### src/rtl/div_sequencer.sv
// div_sequencer: multi-cycle restoring divider controller.
// One quotient bit retires per clock. The partial remainder is kept in
// WIDTH+1 bits, so divisors of 2^(WIDTH-1) or more never wrap in the trial
// subtract.
// Optional build macro DIV_SEQ_SIGNED_EN: signed two's-complement operands.
// The divider works on magnitudes and the signs are applied in FIXUP.
// Timing is the same with or without the macro.
module div_sequencer #(
  parameter int WIDTH = 32
) (
  input  logic             clock,
  input  logic             clear,
  input  logic             start,
  input  logic [WIDTH-1:0] Q,
  input  logic [WIDTH-1:0] M,
  output logic             busy,
  output logic             done,
  output logic             div_zero,
  output logic [WIDTH-1:0] Quo,
  output logic [WIDTH-1:0] R
);

  localparam int CW = (WIDTH > 1) ? $clog2(WIDTH) : 1;

  typedef enum logic [2:0] {
    S_IDLE, S_PREP, S_ITER, S_FIXUP, S_DONE
  } state_t;

  state_t             r_state;
  logic [2*WIDTH:0]   r_a;      // {partial remainder (W+1), quotient/dividend (W)}
  logic [WIDTH-1:0]   r_m;
  logic [CW-1:0]      r_cnt;
  logic               r_busy;
  logic               r_done;
  logic               r_div_zero;
  logic [WIDTH-1:0]   r_quo;
  logic [WIDTH-1:0]   r_r;

  logic [2*WIDTH:0]   w_shift;
  logic [WIDTH:0]     w_trial;
  logic [WIDTH-1:0]   w_quo_fix;
  logic [WIDTH-1:0]   w_rem_fix;

  // One restoring step: shift, then trial-subtract the divisor from the upper half
  assign w_shift = r_a << 1;
  assign w_trial = w_shift[2*WIDTH:WIDTH] - {1'b0, r_m};

`ifdef DIV_SEQ_SIGNED_EN
  logic             r_sq;
  logic             r_sm;
  logic [WIDTH-1:0] w_q_abs;
  logic [WIDTH-1:0] w_m_abs;

  // Magnitudes for PREP. The most-negative value maps onto itself, which is
  // also its correct unsigned magnitude.
  assign w_q_abs   = r_a[WIDTH-1] ? -r_a[WIDTH-1:0] : r_a[WIDTH-1:0];
  assign w_m_abs   = r_m[WIDTH-1] ? -r_m : r_m;
  // Truncating division: quotient sign = sq^sm, remainder takes the dividend sign
  assign w_quo_fix = (r_sq ^ r_sm) ? -r_a[WIDTH-1:0] : r_a[WIDTH-1:0];
  assign w_rem_fix = r_sq ? -r_a[2*WIDTH-1:WIDTH] : r_a[2*WIDTH-1:WIDTH];

  // Sign flags are recorded in PREP and consumed in FIXUP
  always_ff @(posedge clock) begin
    if (clear) begin
      r_sq <= 1'b0;
      r_sm <= 1'b0;
    end else if (r_state == S_PREP) begin
      r_sq <= r_a[WIDTH-1];
      r_sm <= r_m[WIDTH-1];
    end
  end
`else
  assign w_quo_fix = r_a[WIDTH-1:0];
  assign w_rem_fix = r_a[2*WIDTH-1:WIDTH];
`endif

  // Sequencer FSM. All datapath registers and outputs are updated here.
  always_ff @(posedge clock) begin
    if (clear) begin
      r_state    <= S_IDLE;
      r_a        <= '0;
      r_m        <= '0;
      r_cnt      <= '0;
      r_busy     <= 1'b0;
      r_done     <= 1'b0;
      r_div_zero <= 1'b0;
      r_quo      <= '0;
      r_r        <= '0;
    end else begin
      case (r_state)
        S_IDLE: begin
          if (start) begin
            r_a     <= {{(WIDTH+1){1'b0}}, Q};
            r_m     <= M;
            r_busy  <= 1'b1;
            r_state <= S_PREP;
          end
        end
        S_PREP: begin
          if (r_m == '0) begin
            // Divide by zero: R gets the dividend exactly as it was given
            r_quo      <= '1;
            r_r        <= r_a[WIDTH-1:0];
            r_div_zero <= 1'b1;
            r_done     <= 1'b1;
            r_state    <= S_DONE;
          end else begin
`ifdef DIV_SEQ_SIGNED_EN
            r_a <= {{(WIDTH+1){1'b0}}, w_q_abs};
            r_m <= w_m_abs;
`endif
            r_cnt      <= CW'(WIDTH - 1);
            r_div_zero <= 1'b0;
            r_state    <= S_ITER;
          end
        end
        S_ITER: begin
          if (w_trial[WIDTH])
            r_a <= w_shift;
          else
            r_a <= {w_trial, w_shift[WIDTH-1:1], 1'b1};
          r_cnt <= r_cnt - CW'(1);
          if (r_cnt == '0)
            r_state <= S_FIXUP;
        end
        S_FIXUP: begin
          r_quo   <= w_quo_fix;
          r_r     <= w_rem_fix;
          r_done  <= 1'b1;
          r_state <= S_DONE;
        end
        S_DONE: begin
          r_done  <= 1'b0;
          r_busy  <= 1'b0;
          r_state <= S_IDLE;
        end
        default: r_state <= S_IDLE;
      endcase
    end
  end

  assign busy     = r_busy;
  assign done     = r_done;
  assign div_zero = r_div_zero;
  assign Quo      = r_quo;
  assign R        = r_r;

endmodule

### config.mk
export PLATFORM = sky130hd
export DESIGN_NAME = div_sequencer
export DESIGN_NICKNAME = d
export VERILOG_FILES = /design/src/rtl/div_sequencer.sv
export SDC_FILE = /design/constraint.sdc
export NUM_CORES = 1
export LEC_CHECK = 0
export BUFFER_PORTS_ARGS = -buffer_cell sky130_fd_sc_hd__buf_2
export CAP_MARGIN = 10
export CORE_MARGIN = 3
export CORE_UTILIZATION = 59
export CTS_BUF_LIST = sky130_fd_sc_hd__clkbuf_4 sky130_fd_sc_hd__clkbuf_8
export CTS_CLUSTER_SIZE = 25
export DETAILED_ROUTE_END_ITERATION = 8
export PLACE_DENSITY_LB_ADDON = 0.12
export SKIP_CTS_REPAIR_TIMING = 1
export SYNTH_ARGS = -nofsm -noshare
export SYNTH_HDL_FRONTEND = slang
export SYNTH_SLANG_ARGS = --single-unit
### constraint.sdc
create_clock -name clock -period 4.08 [get_ports clock]
set_clock_uncertainty 0.05 [all_clocks]
set_input_delay 0.204 -clock clock [delete_from_list [all_inputs] [get_ports clock]]
set_output_delay 0.204 -clock clock [all_outputs]
set_load 0.02 [all_outputs]
* Word level (Yosys, flattened, before mapping) *
Index checks and enable logic that the tools add are counted.

word-level totals
  output and inout port bits = 67
  register bits after elaboration = 171
  bits of input ports = 67
  logic and storage cells = 52

cells by class
  reduce and logical (&&, ||, !) cells = 15
  add/subtract/negate cells = 2
  multiplexer cells = 18
  equal/unequal tests = 8

operators by type and width
  operator                                              count
  two-way mux 64 bit                                    2
  case mux 32 bit (2 select lines)                      2
  case mux 64 bit (2 select lines)                      1
  two-way mux 32 bit                                    2
  subtractor 33 x 32 -> 33 bit                          1
  zero test 32 bit                                      1
  AND reduction 2 bit                                   7
  case mux 3 bit (4 select lines)                       1
  case mux 5 bit (2 select lines)                       1
  two-way mux 3 bit                                     3
  inequality test 2 bit (second input constant)         4
  nonzero test 2 bit                                    4
  equality test 3 x 2 -> 1 bit (second input constant)  2
  zero test 5 bit                                       1
  two-way mux 5 bit                                     1
  subtractor 5 x 1 -> 5 bit (second input constant)     1
  equality test 3 x 1 -> 1 bit (second input constant)  1
  equality test 3 bit (second input constant)           1
  zero test 3 bit                                       1
  two-way mux 1 bit                                     3
  case mux 1 bit (3 select lines)                       1
  nonzero test 3 bit                                    1
  case mux 1 bit (2 select lines)                       1

* Longest topological paths before layout *
Gate-level depths: netlist of the first run.

  depth in word-level cells = 3
  mapped depth = 15
  gate-level depth less buffers = 14

* Least setup slack after synthesis of the first run *
OpenSTA, ideal clock, no wires.

  path kind = register to register
  start point = register r_a[31]
  end point = register r_a[33]
  data required time = 3.960 ns
  setup slack = 1.013 ns
  period minus slack after synthesis = 3.067 ns
  stages on the path, launching flop included = 16
  library setup time = 0.070 ns
  arrival = 2.947 ns
  buffers on the path = 1
  path through = dfxtp_1 -> inv_1 -> ha_1 -> inv_1 -> fa_1 -> a21oi_2 -> o211ai_2 -> o211a_1 -> o31ai_1 -> a211o_1 -> a211oi_1 -> nor3_2 -> buf_4 -> o21ai_0 -> a21o_1 -> a21oi_1

on the way
  cells in the longest elaborated chain, start to end = 3

RTL lines
  what                              line  text
  from (decl)                       30    logic [2*WIDTH:0] r_a;
  from (signal assigned)            93    r_a <= {{(WIDTH+1){1'b0}}, Q};
  from (signal assigned)            119   r_a <= w_shift;
  from (signal assigned)            121   r_a <= {w_trial, w_shift[WIDTH-1:1], 1'b1};
  subtractor 33 x 32 -> 33 bit      46    assign w_trial = w_shift[2*WIDTH:WIDTH] - {1'b0, r_m};
  two-way mux 64 bit                118   if (w_trial[WIDTH])
  case mux 64 bit (2 select lines)  90    case (r_state)

No other way between the ends.
A chain may end at the register's enable or synchronous reset.

* Worst setup path in the final report of the first run *
  start point = register r_a[31]
  end point = register r_a[59]

Same word-level chain as after synthesis.

==> results of run 1 <==
==> cells in the final DEF, fill, tap and decap left out, types with 7 or more instances in the layout <==
| cell | netlist | layout |
|---|---|---|
| buf_4 | 2 | 14 |
| dfxtp_1 | 171 | 171 |
| a21oi_1 | 78 | 78 |
| nand2_1 | 259 | 258 |
| o21ai_1 | 13 | 13 |
| mux2i_1 | 15 | 15 |
| ha_1 | 34 | 34 |
| buf_2 | 1 | 132 |
| a21o_1 | 18 | 18 |
| nor2_1 | 105 | 104 |
| xnor2_1 | 18 | 18 |
| a31oi_1 | 15 | 15 |
| dlygate4sd3_1 | 0 | 63 |
| nand3_1 | 16 | 16 |
| o21ai_0 | 29 | 29 |
| nand4_1 | 7 | 7 |
| clkbuf_8 | 0 | 20 |
| xor2_1 | 11 | 11 |
| nor3_1 | 53 | 51 |
| a32oi_1 | 7 | 7 |
| a311oi_1 | 64 | 64 |
| nor4_1 | 9 | 9 |
| inv_1 | 44 | 44 |
==> worst max-delay path: stages (launching register included) <==
cell      delay (ps)
dfxtp_1          340
inv_1             90
ha_1             170
inv_1             60
fa_1             430
a21oi_2          180
o211ai_2         140
o211a_1          240
o31ai_1          390
a211o_1          220
a211oi_1         100
o21ai_1          350
nand2_1          400
a32oi_1          340
o21ai_1          100
==> state kept, by name, indices dropped and copies added (netlist names) <==
| signal | cells |
|---|---|
| Quo | 32 |
| done | 1 |
| R | 32 |
| r_m | 32 |
| div_zero | 1 |
| busy | 1 |
| r_cnt | 5 |
| r_state | 3 |
| r_a | 64 |
==> through the flow <==
stage | utilization [%] | power [mW] | worst slack (ps) | area (µm²)
finish | 73.4 | 4.23 | 383 | 10300
global route | 73.4 | 4.43 | 115 | 10300
CTS | 68.9 | 4.17 | 447 | 9670
detailed placement | 65.9 | 2.95 | 501 | 9260
global placement | 65.9 | 2.94 | 589 | 9260
floorplan | - | 2.68 | 1010 | 8550
==> area by class of cell <==
| type | instances | area share [%] |
|---|---|---|
| clock inverter | 9 | 1.09 |
| clock buffer | 23 | 2.89 |
| sequential | 171 | 33.2 |
| multi-input combinational | 821 | 45.4 |
| tap | 180 | 2.19 |
| inverter | 44 | 1.60 |
| timing repair buffer | 209 | 13.6 |
==> worst paths after layout <==
kind              startpoint  endpoint  slack (ps)  cells after the start
hold reg to reg       r_m[1]    r_m[1]         430                      2
setup / recovery     r_a[31]   r_a[59]         380                     14
setup reg to reg     r_a[31]   r_a[59]         380                     14
hold / removal         start      busy          10                      3
==> power by group through the flow <==
stage	Sequential, mW	Clock [mW]	Combinational (mW)
after floorplan	1.93	0	0.751
after CTS	1.90	1.25	1.02
after detailed placement	1.94	0	1.01
after global placement	1.94	0	0.996
after global routing	1.92	1.32	1.19
final	1.91	1.25	1.08
==> kinds of logic after synthesis <==
kind of cell,count (synthesis)
XOR/XNOR,29
flip-flops,171
buffers and inverters,120
multiplexers,15
adder cells (fa/ha/maj),35
AND/OR/NAND/NOR,474
AO/OA/AOI/OAI,268
==> layer usage <==
layer	vias to the layer above	share of wire (%)
met5	-	0
met3	48	5.8
met4	0	2.2
li1	4186	-
met1	4064	43
met2	309	49
==> results by group, run 1 <==
Synth
  – Mapped Cells: 1112
  – Yosys cell types: 57
  – Area leader, netlist: dfxtp_1
  – Synth warn: 0
  – Synthesized area per cell: 7.69 µm²
  – Post-synthesis compound-gate area fraction: 21.3%
  – Synth top cells by count: nand2_1, dfxtp_1, nor2_1
  – Cell with the most instances after synthesis: nand2_1
  – Seq/Total Area, Yosys: between 40% and 50%
  – Post-synth ARST share: 0%
  – XOR/XNOR Fraction of Synth Area: 2.97%
  – Post-Synth Simple-Gate Area: 23.3%
  – Syn Std Cell Area: 0.00855 mm²
  – Multiplexer share of the synthesized area: 1.76%
  – Post-synth EDFFs: 0
  – #FFs+latches synth: 171
  – Post-Synthesis Net Count: between 1000 and 1500
  – Dominant cells by area after synthesis: dfxtp_1, nand2_1, a311oi_1, ha_1, nor2_1
  – Post-synth top area share: 40.0%
  – Largest family of logic cells by synthesized area: simple AND/OR/NAND/NOR gates
  – Top FF cell, synth: dfxtp_1
  – Adder-Cell Fraction of Synth Area: under 10%

Power
  – VDD IR-drop max: around 0.00024 V
  – Internal power: between 2 and 3 mW
  – PD cells: a little over 400 mW/mm²
  – Net Sw Frac: 32.8%
  – Leakage: approximately 4.3 nW
  – Reg power frac: between 40 and 50%
  – Net Switching: 1.39 mW
  – Clock share of power: 29.4%
  – Comb power frac: 25.5%

Route
  – Drt wl/cell: 16.8 µm
  – DRC: 0
  – DRT antenna net count: 0
  – Drt via density: 5.91
  – Final wirelength: roughly 24 mm
  – First-pass DRT Iterations: 5
  – Initial drt markers: 810
  – DR vias: 8607

Timing
  – Fmax: 270 MHz
  – Min cycle time layout: between 3000 and 4000 ps
  – Crit share post-route: 90.6%
  – RSZ-0062 raised after global routing: no
  – Worst Max-Slew Pin Slew: 1100 ps
  – Post-route setup TNS: 0 ps
  – Slew Limit Fails: 0
  – WHS: 13.0 ps
  – Setup-failing EPs final: 0
  – Slew Limit Headroom: 26.4%
  – Fin. Hold Viols: 0

Worst setup path
  – CP arrival: around 4000 ps
  – Kind of critical path: flip-flop to flip-flop
  – CP Max Fanout: 12
  – Worst Path Required: 4400 ps
  – Crit path launch type: flip-flop
  – Crit end category: flip-flop

Floorplan
  – Core ar.: 0.0140 mm²
  – Die width: 126 µm
  – Io pins: between 100 and 150
  – Initial Util: 60.9%
  – Die ar.: 0.0160 mm²
  – Die Span Y: 126 µm
  – Cell Rows: 43

Finish
  – Count of non-filler cells in the finished layout: between 1000 and 1500
  – Seq. cell area: 0.00342 mm²
  – Fillers: 1131
  – Multi-input gate area: 0.00468 mm²
  – Area growth syn-to-layout: 20.4%
  – Count of nets after finishing: between 1000 and 1500
  – Ant. Diodes: 0
  – Layout cells sized above 1: between 15 and 20%

Clock network
  – CTS sink cnt: roughly 170
  – Worst-skew pair later-pin latency: ~480 ps
  – TritonCTS clock tree: yes
  – CTS buffer count: 17
  – Clk buf depth: 2
  – Clock transition at path regs: 90 ps
  – Root Driver: clkbuf_8
  – H-tree levels: 4

Global routing
  – Grt met1 use: 38.6%
  – First-pass GRT wire length: 38.1 mm
  – Vias in the first global route: 7678
  – Busiest grt layer: met2
  – GR Util met2: 47.2%
  – Total gr overflow: 0
  – GRT met3 Usage: 5.26%
  – Total track usage: 28.8%
  – Pin count of the biggest net entering global routing: 66
  – Antenna violations before repair: 0

Place
  – GPL Wtd Cong: roughly 0.90
  – IO Port Bufs: 133
  – Cells after DPL: 1362
  – Post-DP HPWL: 16.1 mm

Worst hold path
  – HP Class: input port to flip-flop

Job
  – Max Cap Violations: 0

Outcome
  – Outcome: completed
No activity file was read; power rests on OpenSTA's default activity.
==> run 2: changes to the inputs <==
--- a/config.mk
+++ b/config.mk
@@ -9,7 +9,7 @@
 export CAP_MARGIN = 10
 export CORE_MARGIN = 3
 export CORE_UTILIZATION = 59
-export CTS_BUF_LIST = sky130_fd_sc_hd__clkbuf_4 sky130_fd_sc_hd__clkbuf_8
+export CTS_BUF_LIST = sky130_fd_sc_hd__clkbuf_8
 export CTS_CLUSTER_SIZE = 25
 export DETAILED_ROUTE_END_ITERATION = 8
 export PLACE_DENSITY_LB_ADDON = 0.12
==> run 2 against run 1 <==
Register-to-register slack is essentially flat; via count is 0.79% lower; first-iteration DRC count grew 9.9%; clock power decreased by 3%; sequential power hardly changed; largest cell class unchanged.
==> results by group, run 2 (same netlist as run 1, synthesis figures left out) <==
Route
  – Initial drt markers: 890
  – Drt wl/cell: roughly 17 µm
  – First-pass DRT Iterations: 5
  – DRC: 0
  – DR vias: around 8500
  – DRT antenna net count: 0
  – Drt via density: 5.86
  – Final wirelength: about 24 mm

Clock network
  – CTS sink cnt: 171
  – Clk buf depth: 2
  – CTS buffer count: 17
  – Worst-skew pair later-pin latency: 460 ps
  – Root Driver: clkbuf_8
  – TritonCTS clock tree: yes
  – Clock transition at path regs: 80 ps
  – H-tree levels: 4

Worst setup path
  – Worst reg2reg startpoint: r_a[31]
  – CP arrival: 3990 ps
  – CP Max Fanout: 12
  – Worst Path Required: about 4400 ps
  – Setup crit start: r_a[31]
  – Crit end category: flip-flop
  – Kind of critical path: flip-flop to flip-flop
  – Crit path launch type: flip-flop

Floorplan
  – Io pins: 134
  – Die Span Y: 126 µm
  – Initial Util: 60.9%
  – Core ar.: 0.0140 mm²
  – Die ar.: 0.0160 mm²
  – Die width: 126 µm
  – Cell Rows: 43

Timing
  – Crit share post-route: 90.5%
  – Slew Limit Fails: 0
  – Slew Limit Headroom: about 24%
  – Worst Max-Slew Pin Slew: 1140 ps
  – RSZ-0062 raised after global routing: no
  – Post-route setup TNS: 0 ps
  – Min cycle time layout: 3690 ps
  – Setup-failing EPs final: 0
  – Fin. Hold Viols: 0
  – WHS: roughly 21 ps
  – Fmax: approximately 270 MHz

Power
  – Leakage: 4.34 nW
  – PD cells: 408 mW/mm²
  – VDD IR-drop max: about 0.00024 V
  – Pwr Total: 4.19 mW

Global routing
  – Total track usage: between 20 and 30%
  – Pin count of the biggest net entering global routing: 66
  – Total gr overflow: 0
  – First-pass GRT wire length: 37.8 mm
  – Antenna violations before repair: 0
  – Vias in the first global route: approximately 7600

Finish
  – Seq. cell area: 0.00342 mm²
  – Ant. Diodes: 0
  – Max reg flops: 64
  – Multi-input gate area: approximately 0.0047 mm²
  – Area growth syn-to-layout: 20.3%
  – Layout cells sized above 1: between 10 and 15%
  – Commonest non-fill, non-tap cells in the layout: nand2_1, dfxtp_1, buf_2
  – Final instance area: slightly above 0.01 mm²
  – Fillers: 1132
  – Count of nets after finishing: around 1400
  – Count of non-filler cells in the finished layout: roughly 1500
  – Reg with most FFs: r_a
  – Most common cell after layout, fill and taps aside: nand2_1

Place
  – IO Port Bufs: approximately 130
  – Post-DP HPWL: 16.1 mm
  – Placement Cell Area: just over 0.009 mm²
  – Cells after DPL: roughly 1400
  – GPL Wtd Cong: 0.896

Worst hold path
  – HP Class: input port to flip-flop
  – Hold Crit Start: Q[0]

Job
  – Max Cap Violations: 0

Outcome
  – Outcome: completed
==> run 2: routing by layer <==
metal	routed length [µm]	up-vias	GRT usage, %
met5	0	-	0
met4	520	0	9.02
met3	1540	41	5.68
met2	11700	325	46.9
met1	10500	3993	38.1
li1	-	4180	-
==> run 2: critical path: stages, from the launching register on <==
cell	delay [ps]
dfxtp_1	340
inv_1	90
ha_1	170
inv_1	60
fa_1	430
a21oi_2	180
o211ai_2	140
o211a_1	240
o31ai_1	380
a211o_1	220
a211oi_1	100
o21ai_1	350
nand2_1	410
a32oi_1	320
o21ai_0	100
==> run 2: path summary, 6_finish.rpt <==
path / endpoint / slack (ps) / depth (start not counted)
hold / removal: r_a[0] / 20 / 3
setup / recovery: r_a[62] / 390 / 14
hold reg to reg: r_m[27] / 430 / 2
setup reg to reg: r_a[62] / 390 / 14
==> run 2: cell type report <==
class,count,share of cell area (%)
Clock buffer,20,2.68
Tap cell,180,2.19
Timing Repair Buffer,209,13.6
Clock inverter,12,1.20
Inverter,44,1.61
Sequential cell,171,33.3
Multi-Input combinational cell,821,45.5
==> run 2: through the flow <==
| stage | util, % | worst slack [ps] |
|---|---|---|
| 2_1_floorplan | - | 1010 |
| 3_3_place_gp | 65.9 | 589 |
| 3_5_place_dp | 65.9 | 501 |
| 4_1_cts | 68.8 | 460 |
| 5_1_grt | 73.3 | 114 |
| 6_report | 73.3 | 388 |
==> run 2: where the power goes <==
group / switching, mW / total, mW / internal [mW]
clock: 0.623 / 1.21 / 0.588
sequential: 0.120 / 1.91 / 1.79
combinational: 0.634 / 1.08 / 0.441
total: 1.38 / 4.19 / 2.82
